`src/rtl/sram_bist_seq.sv`:
```
// Self-test sequencer: writes a pattern byte to each address of a window through the
// SRAM controller register interface, reads it back, and tallies mismatches.
// Optional macro SEQ_STOP_ON_ERR_EN: finish the test at the first mismatch.
module sram_bist_seq #(
  parameter int ADDR_W  = 10,
  parameter int DATA_W  = 8,
  parameter int TIMEOUT = 64
) (
  input  logic              clk,
  input  logic              reset_n,
  input  logic              start,
  input  logic [ADDR_W-1:0] base_addr,
  input  logic [ADDR_W:0]   length,
  input  logic              pat_sel,
  output logic              busy,
  output logic              done,
  output logic              pass,
  output logic              timeout,
  output logic [15:0]       err_cnt,
  output logic [ADDR_W-1:0] first_err_addr,
  output logic [31:0]       enable,
  output logic [31:0]       send,
  output logic [31:0]       sta_addr,
  output logic [31:0]       area_cfg,
  output logic [31:0]       op_cfg,
  input  logic [31:0]       status,
  input  logic [31:0]       outp_data,
  input  logic [31:0]       outp_addr
);
  localparam int TOUT_W = $clog2(TIMEOUT + 1);

  typedef enum logic [3:0] {
    S_IDLE, S_CFG, S_CFG_WAIT, S_WR, S_WR_WAIT, S_RD, S_RD_WAIT, S_CHK, S_NEXT, S_DONE
  } state_t;

  state_t              state_q;
  logic [ADDR_W-1:0]   base_q, cur_addr_q, first_err_q;
  logic [ADDR_W:0]     len_q, idx_q;
  logic                pat_q, seen_q, done_q, pass_q, timeout_q;
  logic [15:0]         err_cnt_q;
  logic [TOUT_W-1:0]   tmo_q;
  logic [31:0]         enable_q, send_q, sta_addr_q;

  logic [ADDR_W-1:0]        win_addr_d;
  logic [ADDR_W:0]          idx_d;
  logic [ADDR_W+DATA_W-1:0] addr_ext;
  logic [DATA_W-1:0]        exp_data;
  logic                     mismatch, tmo_hit;
  logic                     unused_ok;

  assign win_addr_d = base_q + idx_q[ADDR_W-1:0];
  assign idx_d      = idx_q + {{ADDR_W{1'b0}}, 1'b1};
  assign addr_ext   = {{DATA_W{1'b0}}, cur_addr_q};
  // Pattern is derived from the wrapped address, so it stays consistent across the wrap.
  assign exp_data   = pat_q ? ~addr_ext[DATA_W-1:0] : addr_ext[DATA_W-1:0];
  assign mismatch   = (outp_data[DATA_W-1:0] != exp_data) || (outp_addr[ADDR_W-1:0] != cur_addr_q);
  assign tmo_hit    = (tmo_q == TOUT_W'(TIMEOUT - 1));
  assign unused_ok  = ^{status[31:8], outp_data[31:DATA_W], outp_addr[31:ADDR_W]};

  always_ff @(posedge clk) begin
    if (!reset_n) begin
      state_q     <= S_IDLE;
      base_q      <= '0;
      cur_addr_q  <= '0;
      first_err_q <= '0;
      len_q       <= '0;
      idx_q       <= '0;
      pat_q       <= 1'b0;
      seen_q      <= 1'b0;
      done_q      <= 1'b0;
      pass_q      <= 1'b0;
      timeout_q   <= 1'b0;
      err_cnt_q   <= '0;
      tmo_q       <= '0;
      enable_q    <= '0;
      send_q      <= '0;
      sta_addr_q  <= '0;
    end else begin
      done_q <= 1'b0;
      case (state_q)
        S_IDLE: begin
          if (start) begin
            err_cnt_q   <= '0;
            timeout_q   <= 1'b0;
            first_err_q <= '0;
            pass_q      <= 1'b0;
            idx_q       <= '0;
            base_q      <= base_addr;
            len_q       <= length;
            pat_q       <= pat_sel;
            if (length == '0) begin
              done_q  <= 1'b1;
              pass_q  <= 1'b1;
              state_q <= S_DONE;
            end else begin
              state_q <= S_CFG;
            end
          end
        end
        S_CFG: begin
          enable_q   <= '0;
          sta_addr_q <= {{(32-ADDR_W){1'b0}}, win_addr_d};
          cur_addr_q <= win_addr_d;
          tmo_q      <= '0;
          state_q    <= S_CFG_WAIT;
        end
        S_CFG_WAIT: begin
          if (status[7:0] == 8'h01) begin
            state_q <= S_WR;
          end else if (tmo_hit) begin
            timeout_q <= 1'b1;
            done_q    <= 1'b1;
            enable_q  <= '0;
            state_q   <= S_DONE;
          end else begin
            tmo_q <= tmo_q + TOUT_W'(1);
          end
        end
        S_WR: begin
          // Toggling bit 31 makes every command a fresh send value for the controller.
          enable_q <= 32'h1;
          send_q   <= {~send_q[31], {(31-DATA_W){1'b0}}, exp_data};
          tmo_q    <= '0;
          seen_q   <= 1'b0;
          state_q  <= S_WR_WAIT;
        end
        S_WR_WAIT: begin
          if (seen_q && status[7:0] == 8'h02) begin
            state_q <= S_RD;
          end else if (tmo_hit) begin
            timeout_q <= 1'b1;
            done_q    <= 1'b1;
            enable_q  <= '0;
            state_q   <= S_DONE;
          end else begin
            tmo_q <= tmo_q + TOUT_W'(1);
            if (status[7:0] == 8'h08) seen_q <= 1'b1;
          end
        end
        S_RD: begin
          enable_q <= 32'h3;
          send_q   <= {~send_q[31], {(31-ADDR_W){1'b0}}, cur_addr_q};
          tmo_q    <= '0;
          seen_q   <= 1'b0;
          state_q  <= S_RD_WAIT;
        end
        S_RD_WAIT: begin
          if (seen_q && status[7:0] == 8'h02) begin
            state_q <= S_CHK;
          end else if (tmo_hit) begin
            timeout_q <= 1'b1;
            done_q    <= 1'b1;
            enable_q  <= '0;
            state_q   <= S_DONE;
          end else begin
            tmo_q <= tmo_q + TOUT_W'(1);
            if (status[7:0] == 8'h04) seen_q <= 1'b1;
          end
        end
        S_CHK: begin
          state_q <= S_NEXT;
          if (mismatch) begin
            if (err_cnt_q != 16'hFFFF) err_cnt_q <= err_cnt_q + 16'd1;
            if (err_cnt_q == '0) first_err_q <= cur_addr_q;
`ifdef SEQ_STOP_ON_ERR_EN
            done_q   <= 1'b1;
            enable_q <= '0;
            state_q  <= S_DONE;
`endif
          end
        end
        S_NEXT: begin
          idx_q <= idx_d;
          if (idx_d == len_q) begin
            done_q   <= 1'b1;
            pass_q   <= (err_cnt_q == '0) && !timeout_q;
            enable_q <= '0;
            state_q  <= S_DONE;
          end else begin
            state_q <= S_CFG;
          end
        end
        S_DONE:  state_q <= S_IDLE;
        default: state_q <= S_IDLE;
      endcase
    end
  end

  assign busy           = (state_q != S_IDLE);
  assign done           = done_q;
  assign pass           = pass_q;
  assign timeout        = timeout_q;
  assign err_cnt        = err_cnt_q;
  assign first_err_addr = first_err_q;
  assign enable         = enable_q;
  assign send           = send_q;
  assign sta_addr       = sta_addr_q;
  assign area_cfg       = 32'h0;
  assign op_cfg         = 32'h0000_0004;
endmodule

```
`config.mk`:
```
export PLATFORM = sky130hd
export DESIGN_NAME = sram_bist_seq
export DESIGN_NICKNAME = d
export VERILOG_FILES = /design/src/rtl/sram_bist_seq.sv
export SDC_FILE = /design/constraint.sdc
export NUM_CORES = 1
export LEC_CHECK = 0
export ABC_AREA = 1
export BUFFER_PORTS_ARGS = -buffer_cell sky130_fd_sc_hd__buf_2
export CORE_MARGIN = 3
export CORE_UTILIZATION = 35
export DETAILED_ROUTE_END_ITERATION = 7
export GPL_TIMING_DRIVEN = 0
export PLACE_DENSITY = 0.76
export SLEW_MARGIN = 30
export SYNTH_ARGS = -nofsm -noshare
export SYNTH_HDL_FRONTEND = slang
export SYNTH_SLANG_ARGS = --single-unit
```
`constraint.sdc`:
```
create_clock -name clk -period 1.85 [get_ports clk]
set_input_delay 0.185 -clock clk [delete_from_list [all_inputs] [get_ports clk]]
set_output_delay 0.185 -clock clk [all_outputs]
set_load 0.03 [all_outputs]
```
# == Word level (Yosys, flattened, before mapping) ==
# Cells that the tools add are included.
# word_totals
regBits,148
latchBits,0
ram_bits,0
mem_bits_ro,0
in_bits,121
out_inout_bits,190
elab_cells,129
mem_count,0
# classes
n_addsub,4
n_mul,0
div,0
order_cmp,0
eq_ne,30
shifts,0
mux,51
n_bitwise,2
n_reduce_logical,27
# ops
cell,count
one-hot mux 32 bit (6 select lines),1
two-way mux 32 bit,4
one-hot mux 32 bit (2 select lines),1
two-way mux 16 bit,3
one-hot mux 4 bit (9 select lines),1
one-hot mux 16 bit (2 select lines),1
two-way mux 10 bit,3
two-way mux 4 bit,7
"inequality test 2 bit, second input constant",13
one-hot mux 11 bit (2 select lines),1
two-way mux 7 bit,3
one-hot mux 7 bit (3 select lines),1
one-hot mux 10 bit (2 select lines),1
two-way mux 1 bit,18
"adder 16 x 1 -> 16 bit, second input constant",1
"== test 4 x 3 -> 1 bit, second input constant",4
logical NOT 16 bit,1
"inequality test 16 bit, second input constant",1
AND reduction 4 bit,4
"adder 11 x 1 -> 11 bit, second input constant",1
== test 11 bit,1
logical NOT 11 bit,1
two-way mux 11 bit,1
adder 10 bit,1
other kinds (30),40

# == Longest topological paths before layout ==
# logic_depth
ltp_word,6
mapped_depth,15
ltp_nobuf,14

# == Least setup slack after synthesis ==
# OpenSTA, ideal clock, no wires.
# synth_path
kind,register -> register
from,"reg err_cnt_q[0], in the netlist err_cnt[0]"
to,"reg err_cnt_q[12], in the netlist err_cnt[12]"
setup_time_ps,70
arrival_ps,1890
t_required_ps,1780
slack_ps,-110
stages_incl_launch_ff,9
n_path_buf,1
synth_period_minus_slack_ps,1960
cell_sequence,dfxtp_1 -> ha_1 -> nand3_1 -> nor2_1 -> a41oi_4 -> nand3_4 -> buf_12 -> nand2_2 -> a21oi_2
# synth_between
elab_chain_len,4
word_cells_on_any_way,7
cone_classes,add/sub (1); eq/ne (2); mux (3); reduce/logical (1)
# synth_rtl
item,line_no,source
start: declaration,40,logic [15:0] err_cnt_q;
start signal: assignment,163,if (err_cnt_q != 16'hFFFF) err_cnt_q <= err_cnt_q + 16'd1;
adder 16 x 1 -> 16 bit,163,
two-way mux 16 bit,163,
two-way mux 16 bit,162,if (mismatch) begin
one-hot mux 16 bit (2 select lines),80,case (state_q)
# Parallel ways exist; a longest one is shown, timed or not. The select of a mux whose other input is x is not followed.
# A chain may end at the register's enable or synchronous reset.

# == Worst setup path after layout ==
# layout_path
from,reg idx_q[0]
to,"reg done_q, in the netlist done"
# layout_between
elab_chain_len,4
# layout_rtl
item,line_no,source
start: declaration,38,"logic [ADDR_W:0] len_q, idx_q;"
start signal: assignment,173,idx_q <= idx_d;
adder 11 x 1 -> 11 bit,52,"assign idx_d = idx_q + {{ADDR_W{1'b0}}, 1'b1};"
== test 11 bit,174,if (idx_d == len_q) begin
two-way mux 1 bit,174,
one-hot mux 1 bit (4 select lines),80,
end signal: assignment,79,done_q <= 1'b0;
end signal: assignment,92,done_q <= 1'b1;
end signal: assignment,175,done_q <= 1'b1;
end: declaration,39,"logic pat_q, seen_q, done_q, pass_q, timeout_q;"
# No other way between the ends.

==> run summary <==
Critical path start-end classification: register to register. For this block, the initial DRC count from the detailed router was 417. The tools report the kind of start point of the critical path as a register. The tools report the remaining global-route overflow as 0.

Largest fanout on the critical path: 3. Detail-routed via count per cell: 4.520. The worst hold path was traced through 3 stages. Fraction of the cycle the final worst path needs: 1.065. Clock tree synthesis found a total of 97 sinks. Including well taps, the total number of placed cells is 1,480. Setup violations remaining at the end of the flow were counted as 18. The fraction of synthesis flops using an asynchronous set or reset pin was 0; the hold buffer count at CTS was 0. The worst register-to-register path has a depth of 13. Across all hold checks on the routed design, the worst slack comes to 0.04772 ns.

After synthesis, the netlist uses 46 different library cells. Total track usage: 0.1778. The routed via count is 6,880, and the pin slew with the least headroom to its limit is 0.8010 ns.

In this run the vertical extent of the chip is 145.0 um. Summed over all cells, the static leakage comes to 4.348 nW. The wire-length estimate of the detail-placed layout is 14,890 um. IR analysis of the VDD net gives a maximum drop of 0.4946 mV. The die covers 21,030 sq um. The final reports fail on negative setup slack. The number of enable flip-flop cells after synthesis is 0, and the sequential area share after synthesis is 0.2871.

After detailed routing, the number of remaining DRC violations is 0. For the first-pass iteration count of the detailed router, the log shows 5. Across the run, the number of max-cap violations was 0. In this run the mean area of a mapped cell was 6.887 sq um. The design draws 6.866 mW.

The initial core utilization was 0.3591; the highest attainable clock frequency was 0.5077 GHz. Initial antenna violation count: 1. Data on the critical path arrives at its endpoint at 2.25 ns.

The terminus of the critical flop-to-flop path was done. The Yosys step of the flow raised 0 warnings. The worst path in the final design needs a cycle of 1.970 ns, including I/O delays and setup. For the count of mapped cells out of synthesis, the log shows 982. The count of pins over their slew limit is 0, and the routed wire length per instance is 13.14 um. Setup repair after global routing could not meet its margin everywhere. After clock tree synthesis, the clock-pin slew on the worst setup and hold paths is 0.07 ns.

Routability-driven placement finished with a final weighted congestion of 0.9069. The synthesized cell area is 6763 sq um, and the total number of placement rows is 50. Worst-skew pair later-pin latency: 0.35 ns. In this run the power density over the cells is 741.5 nW/um^2. The tools report the relative slew slack as 0.4660. The first global-routing pass estimated 30,870 um of wire. The endpoint class of the critical path was a register. From left edge to right edge, the die measures 145.0 um. The worst setup margin was -0.1196 ns; the H-tree depth was 3. The run gives -0.12 ns as the reg2reg setup slack. The layout cell share with drive strength beyond 1 is 0.3537. The run gives 2.13 ns as the data required time at the worst endpoint. Timing analysis after detailed placement gives a worst setup slack of -0.3844 ns.

The startpoint identified for the worst hold timing path is base_addr[0]. Entering global routing, the biggest net connects 18 pins. The synthesized design contains 97 register bits. For this run, the number of standard cells in the final layout without fillers is 1,522. After detailed placement, the total cell area comes to 8113 sq um. The area growth from synthesis to layout is 36.91%. The total wire length after detailed routing is 20,000 um. Number of endpoints with negative hold slack in the final report: 0. For hold timing, the worst endpoint is base_q[0].

Counting the buffers created by CTS gives 9. Worst hold-check path type: primary input to register. In this run the critical register-to-register path is launched from idx_q[0]. The via count of the first global-routing pass was 6,148. The tools report the worst-case clock skew as 0.01006 ns.

The final antenna-violating net count was 0; the layout filler cell count was 1,842. Among all flip-flop cells after synthesis, the most frequent one is dfxtp_1. In this run the tool buffered the top-level ports with 103 buffer cells. Summing all non-filler instances in the final layout gives an area of 9259 sq um. The run finished, with violations left.

In the final design database the tool counted 1,391 nets. TritonCTS built the clock tree. The deepest clock path buffer count came out at 2. The tools report the clock tree root driver cell as clkbuf_16. The run gives 311 as the count of pins on the block boundary. The core region is 18,830 sq um.
## what timing repair did
action | 4_1_cts | 5_1_grt
setup buffers | 13 | 9
resized for setup | 90 | 93
pin swaps | 25 | 36
endpoints found under the setup margin | 80 | 88
endpoints found under the hold margin | 0 | 0
gates cloned | 2 | 1
## cell type report
class / instances / area, sq um / share of cell area
Multi-Input combinational cell: 748 / 4258 / 0.4599
Buffer: 166 / 1216 / 0.1314
Clock inverter: 7 / 75.07 / 0.008108
Antenna cell: 1 / 2.502 / 0.0002703
Timing Repair Buffer: 128 / 760.7 / 0.08216
Inverter: 106 / 404.1 / 0.04365
Clock buffer: 9 / 225.2 / 0.02432
Tap cell: 260 / 325.3 / 0.03514
Sequential cell: 97 / 1992 / 0.2151
## how the worst max path moves through the flow
stage,endpoint,cells past startpoint,start
after global placement,first_err_addr[1],11,err_cnt[1]
final,done,13,idx_q[0]
after CTS,state_q[3],13,idx_q[0]
after floorplan,first_err_addr[6],10,err_cnt[1]
after detailed placement,first_err_addr[1],11,err_cnt[1]
after global routing,done,13,idx_q[0]
## registers in the layout, indices dropped and copies added (netlist names)
signal / count
enable: 2
send: 11
state_q: 4
err_cnt: 16
cur_addr_q: 10
pass: 1
first_err_addr: 10
pat_q: 1
base_q: 10
seen_q: 1
idx_q: 11
done: 1
timeout: 1
tmo_q: 7
len_q: 11
## where the power goes
part | internal, mW | switching [mW]
Sequential | 2.26 | 0.184
Combinational | 0.935 | 1.55
Clock | 1.06 | 0.874
## metal layers
layer  up-vias  part of all wire  track usage
li1       3451                 -            -
met1      3097              0.41       0.2170
met2       291              0.48       0.3080
met3        41             0.080      0.04029
met4         0             0.028      0.06271
met5         -                 0            0
## cell usage after synthesis (all sizes together) (2+ instances only)
master	instances	area share
o21ai	56	0.041
nand2	181	0.10
and3	2	0.0018
a31oi	11	0.010
dfxtp	97	0.29
xnor2	14	0.018
clkinv	3	0.0018
o311ai	2	0.0026
a21oi	64	0.053
a41oi	3	0.0067
xor2	28	0.036
o211ai	2	0.0022
or2	9	0.0083
nand4	30	0.028
inv	103	0.057
nor2	116	0.068
ha	13	0.024
conb	2	0.0011
clkbuf	21	0.012
buf	145	0.16
a211oi	2	0.0022
nor3	15	0.013
nor4	7	0.0065
nand3	48	0.041
## cells in the final DEF, fill, tap and decap left out, types with 5 or more instances in the layout
cell / count
buf_2: 104
buf_4: 160
xnor2_1: 7
nand3_2: 8
nor4_1: 5
nor3_1: 11
a21oi_2: 13
nor2_2: 8
inv_1: 94
a21oi_1: 51
nand3_1: 36
o21ai_1: 7
clkbuf_2: 6
clkbuf_1: 12
xor2_1: 26
or2_2: 8
dfxtp_2: 13
nor2_1: 93
nand2_2: 28
dfxtp_1: 75
ha_1: 8
nand4_1: 30
conb_1: 137
clkbuf_16: 10
nand2_1: 150
nor2_4: 15
inv_2: 7
a31oi_1: 10
o21ai_0: 44
dfxtp_4: 9
## critical path, stage by stage (launching register included)
cell and delay (ns):
dfxtp_4 0.35, buf_12 0.12, ha_4 0.27, inv_2 0.03, nand2_1 0.04, nand2_1 0.04
nor2_1 0.08, nand3_1 0.10, nor2_2 0.13, nand3_2 0.11, nor2_4 0.13, nand4_1 0.17
buf_4 0.20, a31oi_4 0.11
## per-stage QoR
step / util / setup TNS (ns)
finish: 0.4917 / -0.6677
global route: 0.4917 / -4.486
CTS: 0.4708 / -0.5109
detailed placement: 0.4308 / -12.40
global placement: 0.4308 / -11.27
floorplan: - / 0
## logic make-up after synthesis
family | share of synthesized area
buf+inv | 0.2331
xor+xnor | 0.05440
simple gates | 0.2731
fa+ha+maj | 0.02701
other cells | 0.001110
compound gates | 0.1241
flops | 0.2871
No activity file was read; power rests on OpenSTA's default activity.
